`config.mk`:
```
export PLATFORM = sky130hd
export DESIGN_NAME = kairo_decode_stage
export DESIGN_NICKNAME = d
export VERILOG_FILES = /design/src/rtl/kairo_decode_pkg.sv /design/src/rtl/kairo_decode_core.sv /design/src/rtl/kairo_decode_stage.sv
export SDC_FILE = /design/constraint.sdc
export NUM_CORES = 1
export LEC_CHECK = 0
export ABC_AREA = 1
export BUFFER_PORTS_ARGS = -buffer_cell sky130_fd_sc_hd__buf_4
export CAP_MARGIN = 30
export CORE_MARGIN = 4
export CORE_UTILIZATION = 45
export DETAILED_ROUTE_END_ITERATION = 10
export PLACE_DENSITY_LB_ADDON = 0.12
export SKIP_CTS_REPAIR_TIMING = 1
export SYNTH_ARGS = -nofsm -noshare
export SYNTH_HDL_FRONTEND = slang
export SYNTH_SLANG_ARGS = --single-unit
```
`constraint.sdc`:
```
create_clock -name CLK -period 4.1 [get_ports CLK]
set_input_delay 0.615 -clock CLK [delete_from_list [all_inputs] [get_ports CLK]]
set_output_delay 0.615 -clock CLK [all_outputs]
set_load 0.02 [all_outputs]
```
`src/rtl/kairo_decode_pkg.sv`:
```
// Shared types for the Kairo decode stage: encoded ops, opcodes, decode record.
package kairo_decode_pkg;

  typedef enum logic [5:0] {
    OP_LUI, OP_AUIPC, OP_JAL, OP_JALR,
    OP_BEQ, OP_BNE, OP_BLT, OP_BGE, OP_BLTU, OP_BGEU,
    OP_LB, OP_LH, OP_LW, OP_LBU, OP_LHU,
    OP_SB, OP_SH, OP_SW,
    OP_ADDI, OP_SLTI, OP_SLTIU, OP_XORI, OP_ORI, OP_ANDI,
    OP_SLLI, OP_SRLI, OP_SRAI,
    OP_ADD, OP_SUB, OP_SLL, OP_SLT, OP_SLTU, OP_XOR, OP_SRL, OP_SRA, OP_OR, OP_AND,
    OP_MUL, OP_MULH, OP_MULHSU, OP_MULHU, OP_DIV, OP_DIVU, OP_REM, OP_REMU,
    OP_FENCE, OP_FENCEI, OP_ECALL, OP_EBREAK, OP_MRET,
    OP_CSRRW, OP_CSRRS, OP_CSRRC, OP_CSRRWI, OP_CSRRSI, OP_CSRRCI,
    OP_ILL = 6'h3F
  } op_e;

  typedef enum logic [1:0] {
    BUF_EMPTY,
    BUF_ONE,
    BUF_FULL
  } buf_st_e;

  localparam logic [6:0] OPC_LOAD     = 7'b0000011;
  localparam logic [6:0] OPC_MISC_MEM = 7'b0001111;
  localparam logic [6:0] OPC_OP_IMM   = 7'b0010011;
  localparam logic [6:0] OPC_AUIPC    = 7'b0010111;
  localparam logic [6:0] OPC_STORE    = 7'b0100011;
  localparam logic [6:0] OPC_OP       = 7'b0110011;
  localparam logic [6:0] OPC_LUI      = 7'b0110111;
  localparam logic [6:0] OPC_BRANCH   = 7'b1100011;
  localparam logic [6:0] OPC_JALR     = 7'b1100111;
  localparam logic [6:0] OPC_JAL      = 7'b1101111;
  localparam logic [6:0] OPC_SYSTEM   = 7'b1110011;

  localparam logic [6:0] F7_ZERO   = 7'b0000000;
  localparam logic [6:0] F7_ALT    = 7'b0100000;
  localparam logic [6:0] F7_MULDIV = 7'b0000001;

  typedef struct packed {
    op_e         op;
    logic [4:0]  rd;
    logic [4:0]  rs1;
    logic [4:0]  rs2;
    logic [31:0] imm;
    logic [11:0] csr;
    logic        ill;
  } dec_t;

  localparam dec_t DEC_RST = '{op: OP_ILL, rd: '0, rs1: '0, rs2: '0, imm: '0, csr: '0, ill: 1'b0};

endpackage

```
`src/rtl/kairo_decode_core.sv`:
```
// Combinational RV32I(+M,+Zicsr) decoder: raw instruction word -> dec_t.
module kairo_decode_core
  import kairo_decode_pkg::*;
#(
  parameter bit EN_M      = 1'b1,
  parameter bit EN_CSR    = 1'b1,
  parameter bit EN_FENCEI = 1'b1
) (
  input  logic [31:0] inst,
  output dec_t        dec
);

  logic [6:0]  opc;
  logic [2:0]  f3;
  logic [6:0]  f7;
  logic [31:0] imm_i, imm_s, imm_b, imm_u, imm_j;

  assign opc   = inst[6:0];
  assign f3    = inst[14:12];
  assign f7    = inst[31:25];
  assign imm_i = {{20{inst[31]}}, inst[31:20]};
  assign imm_s = {{20{inst[31]}}, inst[31:25], inst[11:7]};
  assign imm_b = {{20{inst[31]}}, inst[7], inst[30:25], inst[11:8], 1'b0};
  assign imm_u = {inst[31:12], 12'h000};
  assign imm_j = {{12{inst[31]}}, inst[19:12], inst[20], inst[30:21], 1'b0};

  op_e         op;
  logic        use_rd, use_rs1, use_rs2, ill;
  logic [31:0] imm;
  logic [11:0] csr;

  // Classify the instruction; any path that leaves op at OP_ILL marks it illegal.
  always_comb begin
    op      = OP_ILL;
    use_rd  = 1'b0;
    use_rs1 = 1'b0;
    use_rs2 = 1'b0;
    imm     = '0;
    csr     = '0;
    if (inst[1:0] == 2'b11) begin
      case (opc)
        OPC_LUI:   begin op = OP_LUI;   use_rd = 1'b1; imm = imm_u; end
        OPC_AUIPC: begin op = OP_AUIPC; use_rd = 1'b1; imm = imm_u; end
        OPC_JAL:   begin op = OP_JAL;   use_rd = 1'b1; imm = imm_j; end
        OPC_JALR: begin
          if (f3 == 3'b000) op = OP_JALR;
          use_rd = 1'b1; use_rs1 = 1'b1; imm = imm_i;
        end
        OPC_BRANCH: begin
          case (f3)
            3'b000:  op = OP_BEQ;
            3'b001:  op = OP_BNE;
            3'b100:  op = OP_BLT;
            3'b101:  op = OP_BGE;
            3'b110:  op = OP_BLTU;
            3'b111:  op = OP_BGEU;
            default: op = OP_ILL;
          endcase
          use_rs1 = 1'b1; use_rs2 = 1'b1; imm = imm_b;
        end
        OPC_LOAD: begin
          case (f3)
            3'b000:  op = OP_LB;
            3'b001:  op = OP_LH;
            3'b010:  op = OP_LW;
            3'b100:  op = OP_LBU;
            3'b101:  op = OP_LHU;
            default: op = OP_ILL;
          endcase
          use_rd = 1'b1; use_rs1 = 1'b1; imm = imm_i;
        end
        OPC_STORE: begin
          case (f3)
            3'b000:  op = OP_SB;
            3'b001:  op = OP_SH;
            3'b010:  op = OP_SW;
            default: op = OP_ILL;
          endcase
          use_rs1 = 1'b1; use_rs2 = 1'b1; imm = imm_s;
        end
        OPC_OP_IMM: begin
          case (f3)
            3'b000:  op = OP_ADDI;
            3'b010:  op = OP_SLTI;
            3'b011:  op = OP_SLTIU;
            3'b100:  op = OP_XORI;
            3'b110:  op = OP_ORI;
            3'b111:  op = OP_ANDI;
            3'b001:  op = (f7 == F7_ZERO) ? OP_SLLI : OP_ILL;
            default: op = (f7 == F7_ZERO) ? OP_SRLI : ((f7 == F7_ALT) ? OP_SRAI : OP_ILL);
          endcase
          use_rd = 1'b1; use_rs1 = 1'b1; imm = imm_i;
        end
        OPC_OP: begin
          if (f7 == F7_ZERO) begin
            case (f3)
              3'b000:  op = OP_ADD;
              3'b001:  op = OP_SLL;
              3'b010:  op = OP_SLT;
              3'b011:  op = OP_SLTU;
              3'b100:  op = OP_XOR;
              3'b101:  op = OP_SRL;
              3'b110:  op = OP_OR;
              default: op = OP_AND;
            endcase
          end else if (f7 == F7_ALT) begin
            case (f3)
              3'b000:  op = OP_SUB;
              3'b101:  op = OP_SRA;
              default: op = OP_ILL;
            endcase
          end else if ((f7 == F7_MULDIV) && EN_M) begin
            case (f3)
              3'b000:  op = OP_MUL;
              3'b001:  op = OP_MULH;
              3'b010:  op = OP_MULHSU;
              3'b011:  op = OP_MULHU;
              3'b100:  op = OP_DIV;
              3'b101:  op = OP_DIVU;
              3'b110:  op = OP_REM;
              default: op = OP_REMU;
            endcase
          end
          use_rd = 1'b1; use_rs1 = 1'b1; use_rs2 = 1'b1;
        end
        OPC_MISC_MEM: begin
          if (f3 == 3'b000) begin
            op = OP_FENCE; use_rs1 = 1'b1;
          end else if ((f3 == 3'b001) && EN_FENCEI) begin
            op = OP_FENCEI; use_rd = 1'b1; use_rs1 = 1'b1;
          end
          imm = imm_i;
        end
        OPC_SYSTEM: begin
          if (EN_CSR) begin
            case (f3)
              3'b000: begin
                case (inst[31:20])
                  12'h000: op = OP_ECALL;
                  12'h001: op = OP_EBREAK;
                  12'h302: op = OP_MRET;
                  default: op = OP_ILL;
                endcase
                use_rs1 = 1'b1;
              end
              3'b001:  begin op = OP_CSRRW;  use_rd = 1'b1; use_rs1 = 1'b1; csr = inst[31:20]; end
              3'b010:  begin op = OP_CSRRS;  use_rd = 1'b1; use_rs1 = 1'b1; csr = inst[31:20]; end
              3'b011:  begin op = OP_CSRRC;  use_rd = 1'b1; use_rs1 = 1'b1; csr = inst[31:20]; end
              3'b101:  begin op = OP_CSRRWI; use_rd = 1'b1; imm = {27'd0, inst[19:15]}; csr = inst[31:20]; end
              3'b110:  begin op = OP_CSRRSI; use_rd = 1'b1; imm = {27'd0, inst[19:15]}; csr = inst[31:20]; end
              3'b111:  begin op = OP_CSRRCI; use_rd = 1'b1; imm = {27'd0, inst[19:15]}; csr = inst[31:20]; end
              default: op = OP_ILL;
            endcase
          end
        end
        default: op = OP_ILL;
      endcase
    end
    ill = (op == OP_ILL);
  end

  assign dec.op  = op;
  assign dec.ill = ill;
  assign dec.rd  = (use_rd  && !ill) ? inst[11:7]  : '0;
  assign dec.rs1 = (use_rs1 && !ill) ? inst[19:15] : '0;
  assign dec.rs2 = (use_rs2 && !ill) ? inst[24:20] : '0;
  assign dec.imm = ill ? '0 : imm;
  assign dec.csr = ill ? '0 : csr;

endmodule

```
`src/rtl/kairo_decode_stage.sv`:
```
// Decode pipeline stage: combinational decode into a 2-entry (head + skid) elastic buffer.
module kairo_decode_stage
  import kairo_decode_pkg::*;
#(
  parameter int unsigned PC_W      = 32,
  parameter bit          EN_M      = 1'b1,
  parameter bit          EN_CSR    = 1'b1,
  parameter bit          EN_FENCEI = 1'b1
) (
  input  logic            CLK,
  input  logic            RST_N,
  input  logic            FLUSH,
  input  logic            IN_VALID,
  output logic            IN_READY,
  input  logic [PC_W-1:0] IN_PC,
  input  logic [31:0]     IN_INST,
  output logic            OUT_VALID,
  input  logic            OUT_READY,
  output logic [PC_W-1:0] OUT_PC,
  output logic [5:0]      OUT_OP,
  output logic [4:0]      OUT_RD,
  output logic [4:0]      OUT_RS1,
  output logic [4:0]      OUT_RS2,
  output logic [31:0]     OUT_IMM,
  output logic            OUT_ILL,
  output logic [11:0]     OUT_CSR
);

  typedef struct packed {
    logic [PC_W-1:0] pc;
    dec_t            dec;
  } entry_t;

  localparam entry_t ENTRY_RST = '{pc: '0, dec: DEC_RST};

  buf_st_e state_q, state_d;
  entry_t  head_q, head_d, skid_q, skid_d, in_entry;
  dec_t    in_dec;
  logic    accept, pop;

  kairo_decode_core #(
    .EN_M      (EN_M),
    .EN_CSR    (EN_CSR),
    .EN_FENCEI (EN_FENCEI)
  ) u_core (
    .inst (IN_INST),
    .dec  (in_dec)
  );

  assign in_entry  = '{pc: IN_PC, dec: in_dec};
  assign IN_READY  = (state_q != BUF_FULL);
  assign OUT_VALID = (state_q != BUF_EMPTY);
  assign accept    = IN_VALID & IN_READY & ~FLUSH;
  assign pop       = OUT_VALID & OUT_READY;

  // Occupancy and entry movement; flush overrides everything and leaves data stale but invalid.
  always_comb begin
    state_d = state_q;
    head_d  = head_q;
    skid_d  = skid_q;
    if (FLUSH) begin
      state_d = BUF_EMPTY;
    end else begin
      case (state_q)
        BUF_EMPTY: begin
          if (accept) begin
            head_d  = in_entry;
            state_d = BUF_ONE;
          end
        end
        BUF_ONE: begin
          case ({accept, pop})
            2'b10: begin skid_d = in_entry; state_d = BUF_FULL; end
            2'b01: state_d = BUF_EMPTY;
            2'b11: head_d = in_entry;
            default: ;
          endcase
        end
        BUF_FULL: begin
          if (pop) begin
            head_d  = skid_q;
            state_d = BUF_ONE;
          end
        end
        default: state_d = BUF_EMPTY;
      endcase
    end
  end

  // Buffer registers with asynchronous clear.
  always_ff @(posedge CLK or negedge RST_N) begin
    if (!RST_N) begin
      state_q <= BUF_EMPTY;
      head_q  <= ENTRY_RST;
      skid_q  <= ENTRY_RST;
    end else begin
      state_q <= state_d;
      head_q  <= head_d;
      skid_q  <= skid_d;
    end
  end

  assign OUT_PC  = head_q.pc;
  assign OUT_OP  = head_q.dec.op;
  assign OUT_RD  = head_q.dec.rd;
  assign OUT_RS1 = head_q.dec.rs1;
  assign OUT_RS2 = head_q.dec.rs2;
  assign OUT_IMM = head_q.dec.imm;
  assign OUT_ILL = head_q.dec.ill;
  assign OUT_CSR = head_q.dec.csr;

endmodule

```
## Yosys cells after proc, flatten, opt, wreduce, memory -nomap -nowiden

Cells that the tools add are included.

| operators by class | value |
|---|---|
| equal/unequal tests | 36 |
| muxes and demuxes | 51 |
| bitwise logic cells | 4 |
| reduce and logical (&&, ||, !) cells | 21 |

Operators with widths:

| kind | number |
|---|---|
| $mux W98 | 3 |
| $pmux W98 S3 | 1 |
| $pmux W32 S6 | 1 |
| $pmux W6 S7 | 2 |
| $pmux W6 S11 | 1 |
| $mux W32 | 2 |
| $mux W6 | 9 |
| $mux W12 | 4 |
| $pmux W6 S6 | 1 |
| $pmux W5 S7 | 1 |
| $pmux W6 S5 | 1 |
| $eq A7 B6 Y1 const B | 4 |
| $eq A7 B7 Y1 const B | 4 |
| $pmux W4 S7 | 1 |
| $mux W5 | 5 |
| $pmux W6 S3 | 1 |
| $pmux W5 S3 | 1 |
| $eq A7 B5 Y1 const B | 2 |
| $eq A12 B1 Y1 const B | 1 |
| $eq A12 B10 Y1 const B | 1 |
| $eq A3 B3 Y1 const B | 4 |
| $logic_not A12 Y1 | 1 |
| $pmux W6 S2 | 1 |
| $reduce_or A6 Y1 | 2 |
| other kinds (32) | 58 |

| word-level totals | value |
|---|---|
| flip-flop bits (word level) | 198 |
| output and inout port bits | 100 |

## Depth between registers and ports, before layout

| depth | value |
|---|---|
| depth after elaboration | 13 |
| gate-level depth with buffers | 19 |
| mapped depth without buffers | 18 |

## Cells and area by module

From an unflattened synthesis, not the netlist that was laid out.

| unflattened totals | value |
|---|---|
| cell total of the unflattened synthesis | 1495 |
| area, all modules | 10722.8 um^2 |

By module, submodules not included:

| module | times used | cells an instance | area each (um^2) | sequential area each (um^2) |
|---|---|---|---|---|
| kairo_decode_stage | 1 | 1118 | 8824.7 | 4969.8 |
| kairo_decode_core | 1 | 377 | 1898.1 | 0.0 |

## Worst setup path after synthesis

OpenSTA, ideal clock, no wires.

| timing | value |
|---|---|
| kind | input port to flip-flop |
| from | input port IN_INST[14] |
| to | register head_q (netlist bit OUT_RD[0]) |
| setup time | 0.065 ns |
| data arrival time | 2.278 ns |
| data required time | 4.035 ns |
| setup slack | 1.757 ns |
| stages | 19 |
| buffers on the path | 2 |
| cells stage by stage | inv_2 buf_4 ha_1 inv_1 nand3_2 inv_2 nand2_1 nand3_1 nand2_1 nor2_1 nand2_1 nor2_4 nor2_8 nand2_8 buf_12 nand3_2 nand2_1 nand2_1 nand2_1 |

| on the way | value |
|---|---|
| word-level cells in the longest chain between the ends | 13 |
| elaborated cells on any way between the ends | 37 |
| those cells by class | eq/ne: 8; mux: 25; reduce/logical: 4 |

Ends and longest elaborated chain:

| item | RTL line | RTL |
|---|---|---|
| from (decl) | kairo_decode_stage.sv:16 | `input logic [31:0] IN_INST,` |
| $eq A3 B3 Y1, or another cell as far along | n/a |  |
| $pmux W4 S7 | kairo_decode_core.sv:113 | `case (f3)` |
| $mux W6 | kairo_decode_core.sv:112 | `end else if ((f7 == F7_MULDIV) && EN_M) begin` |
| $mux W6 | kairo_decode_core.sv:106 | `end else if (f7 == F7_ALT) begin` |
| $mux W6 | kairo_decode_core.sv:95 | `if (f7 == F7_ZERO) begin` |
| $pmux W6 S11 | kairo_decode_core.sv:41 | `case (opc)` |
| $mux W6 | kairo_decode_core.sv:40 | `if (inst[1:0] == 2'b11) begin` |
| $eq A6 B6 Y1 | kairo_decode_core.sv:159 | `ill = (op == OP_ILL);` |
| $logic_not A1 Y1 | kairo_decode_core.sv:164 | `assign dec.rd = (use_rd && !ill) ? inst[11:7] : '0;` |
| $logic_and A1 B1 Y1 (*) | kairo_decode_core.sv:164 |  |
| $mux W5 (*) | kairo_decode_core.sv:164 |  |
| $mux W98, on equally long branches | kairo_decode_stage.sv:72, kairo_decode_stage.sv:66 |  |
| $pmux W98 S3 (*) | kairo_decode_stage.sv:64 | `case (state_q)` |
| to (signal assigned) | kairo_decode_stage.sv:94 | `head_q <= ENTRY_RST;` |
| to (signal assigned) | kairo_decode_stage.sv:98 | `head_q <= head_d;` |
| to (decl) | kairo_decode_stage.sv:37 | `entry_t head_q, head_d, skid_q, skid_d, in_entry;` |

Mark *: on every way between the ends. The rest lies on a longest branch, timed or not. The select of a mux whose other input is x is not followed.
A chain may end at the register's enable or synchronous reset.

## Worst setup path in the final report

| timing | value |
|---|---|
| from | input port IN_INST[0] |
| to | register head_q (netlist bit OUT_RD[4]) |

| on the way | value |
|---|---|
| word-level cells in the longest chain between the ends | 9 |
| elaborated cells on any way between the ends | 24 |
| those cells by class | eq/ne: 13; mux: 8; reduce/logical: 3 |

Ends and longest elaborated chain:

| item | RTL line |
|---|---|
| $eq A7 B7 Y1, or another cell as far along | kairo_decode_core.sv:41 |
| $pmux W6 S11 | kairo_decode_core.sv:41 |
| $mux W6 | kairo_decode_core.sv:40 |
| $eq A6 B6 Y1 | kairo_decode_core.sv:159 |
| $logic_not A1 Y1 | kairo_decode_core.sv:164 |
| $logic_and A1 B1 Y1 (*) | kairo_decode_core.sv:164 |
| $mux W5 (*) | kairo_decode_core.sv:164 |
| $mux W98, on equally long branches | kairo_decode_stage.sv:72, kairo_decode_stage.sv:66 |
| $pmux W98 S3 (*) | kairo_decode_stage.sv:64 |

Marked as above.

==> metrics.yaml <==
layout:
  fin_nets: 1618
  drive_gt1_frac: 0.204
  area.growth.synth_to_final_pct: 19.4
  diodes: 0
  final_core_util: 0.550
status:
  outcome: "finished, final reports clean"
yosys:
  ys_seq_area_frac: 0.474
  post-synth-top-count-cell: "nand2_1"
  synth_top_cells_by_count: "nand2_1 (583), nor2_1 (200), dfrtp_1 (186), o21ai_1 (56), inv_1 (48)"
  yosysTopAreaCell: "dfrtp_1"
  ys.flop_type: "dfrtp_1"
  synth_edf_count: 0
  ys_seq_elements: 198
  synthTopCellsByArea: "dfrtp_1 (44%), nand2_1 (21%), nor2_1 (7.2%), nand3_2 (3.4%), dfstp_2 (3.0%)"
  syn_nets: 1492
  async_reset_ff_frac: 1.00
  synth_cell_types: 40
  syn_inst: 1417
  synth_top_area_share: 0.444
  yosysWarnings: 0
  synthesis.area_sq_um: 10500
  syn_avg_cell_area_sq_um: 7.41
global_routing:
  antenna_found_initial: 0
  grt_max_degree: 110
  grt_pass1_wl_microns: 49700
  grt_pass1_vias: 8976
  grt_overflow_total: 0
  grt_usage: 0.239
power:
  leakagePower_nw: 6.88
  peakVddDrop_v: 0.000246
  power_density_nw_per_um2: 462
worst_setup_path:
  end_kind: "register"
  worstPathArrival_ns: 3.36
  worstSetupPathType: "in -> reg"
  required_ns: 4.49
  critPathLaunchType: "input port"
  worstPathMaxFanout: 60
clock_tree:
  clkSinkCount: 198
  cts_buffers: 17
  htree_levels: 4
  clkLatencyLatePin_ns: 0.44
  cts_root_buf: "clkbuf_16"
  path_clk_slew_ns: 0.08
  cts_tree: "done"
  max-clock-path-buffers: 2
die:
  ios: 169
  start_util: 0.461
  die-area_sq_um: 25800
  row_count: 55
  core-area_sq_um: 22800
  dieWidth_microns: 161
  die_y_microns: 161
timing:
  maxSlewHeadroom: 0.348
  worst_pin_slew_ns: 0.978
  finalSetupViolations: 0
  final-max-slew-violation-count: 0
  fin_skew_ns: 0.0190
  rsz0062_at_grt: "no"
  finalCritPeriodShare: 0.726
  max_freq_ghz: 0.336
  tns_ns: 0
  finalCriticalPeriod_ns: 2.98
  finalHoldViolCount: 0
drt:
  post_drt_wl_per_cell_microns: 16.4
  wirelength_microns: 30700
  first_iter_violations: 818
  vias: 9540
  postRouteAntennaNets: 0
  viasPerCell: 5.10
  firstDrtPassIters: 7
  drc: 0
min_path:
  hold_class: "in -> async"
placement:
  io_buffers: 168
  gp_congestion: 1.04
  dp_hpwl_microns: 21500
job:
  drv_cap: 0
[where the power goes]
part           internal (mW)  switching (mW)  total [mW]
combinational          0.568           0.902        1.47
sequential              2.36           0.208        2.57
clock                  0.884           0.864        1.75
total                   3.81            1.97        5.79
[path summary, 6_finish.rpt]
kind / from / to / slack, ns / depth (start not counted)
setup / recovery: IN_INST[0] / OUT_RD[4] / 1.12 / 16
hold / removal: RST_N / skid_q[36] / 0.25 / 1
setup reg to reg: state_q[1] / skid_q[73] / 1.46 / 10
hold reg to reg: OUT_OP[3] / OUT_OP[3] / 0.47 / 2
max in group asynchronous: RST_N / skid_q[43] / 2.89 / 2
min in group CLK: FLUSH / state_q[0] / 0.38 / 2
[flip-flops by register name, summed over array words and instances, names as in the netlist]
| signal | count |
|---|---|
| OUT_CSR | 12 |
| OUT_PC | 32 |
| state_q | 2 |
| OUT_RS2 | 5 |
| OUT_RS1 | 5 |
| skid_q | 98 |
| OUT_RD | 5 |
| OUT_OP | 6 |
| OUT_ILL | 1 |
| OUT_IMM | 32 |
[stage by stage]
stage               worst slack (ns)  cells  hold WS, ns  power, mW  instance area, sq um
finish                          1.12   1869        0.246       5.79                 12500
detailed placement             0.679   1837        0.465       4.09                 11900
global route                   0.901   1869        0.325       6.11                 12500
CTS                             1.16   1869        0.321       5.85                 12500
global placement               0.739   1835        0.461       4.06                 11900
floorplan                       1.76   1417        0.319       3.44                 10500
[cell type report]
cell class | instances | area, sq um
fill | 2194 | 10200
sequential | 198 | 4970
clock inverter | 14 | 186
timing repair buffer | 181 | 1400
clock buffer | 18 | 429
tap | 313 | 392
inverter | 63 | 239
multi-input combinational | 1082 | 4920
[worst max-delay path: stages]
cell	delay (ns)
buf_4	0.11
nand2_1	0.43
nor2_2	0.17
nand2_1	0.31
nand2_1	0.15
a21oi_1	0.21
nand3_1	0.14
nor2_2	0.22
nor2_4	0.05
nand2_4	0.08
nor2_8	0.04
nand2_8	0.38
nand3_2	0.19
nand2_1	0.10
nand2_1	0.07
nand2_1	0.05
[placed cells by master (no fill, tap or decap), types with 3 or more instances in the layout]
cell type	netlist	final
nand2_1	583	581
nor2_1	200	199
dfrtp_1	186	186
buf_4	2	177
o21ai_1	56	56
inv_1	48	47
o21ai_0	39	39
nand3_1	36	36
nand3_2	36	36
a31oi_1	32	32
a21oi_1	25	25
nand2_2	17	17
clkbuf_16	0	17
inv_2	14	14
dfstp_2	12	12
nor2_2	10	10
nor3_1	7	7
nor2_4	5	6
mux2i_1	6	6
ha_1	6	6
nand2_4	3	5
o211ai_1	4	4
clkinv_8	0	4
clkinv_4	0	4
nand3b_1	3	3
[cell families after synthesis]
| group | synth area share |
|---|---|
| multiplexers | 0.00572 |
| flip-flops | 0.474 |
| buffers and inverters | 0.0596 |
| AO/OA/AOI/OAI | 0.0860 |
| AND/OR/NAND/NOR | 0.368 |
| adder cells (fa/ha/maj) | 0.00715 |
[metal layers]
layer	share of wire	global-route usage	routed length (microns)	vias to the layer above
met3	0.061	0.0372	1870	46
met1	0.46	0.353	14300	4461
met4	0.021	0.0748	651	0
met2	0.45	0.363	13900	304
li1	-	-	-	4729
met5	0	0	0	-
Note: power is estimated with default switching activity, not from simulation.
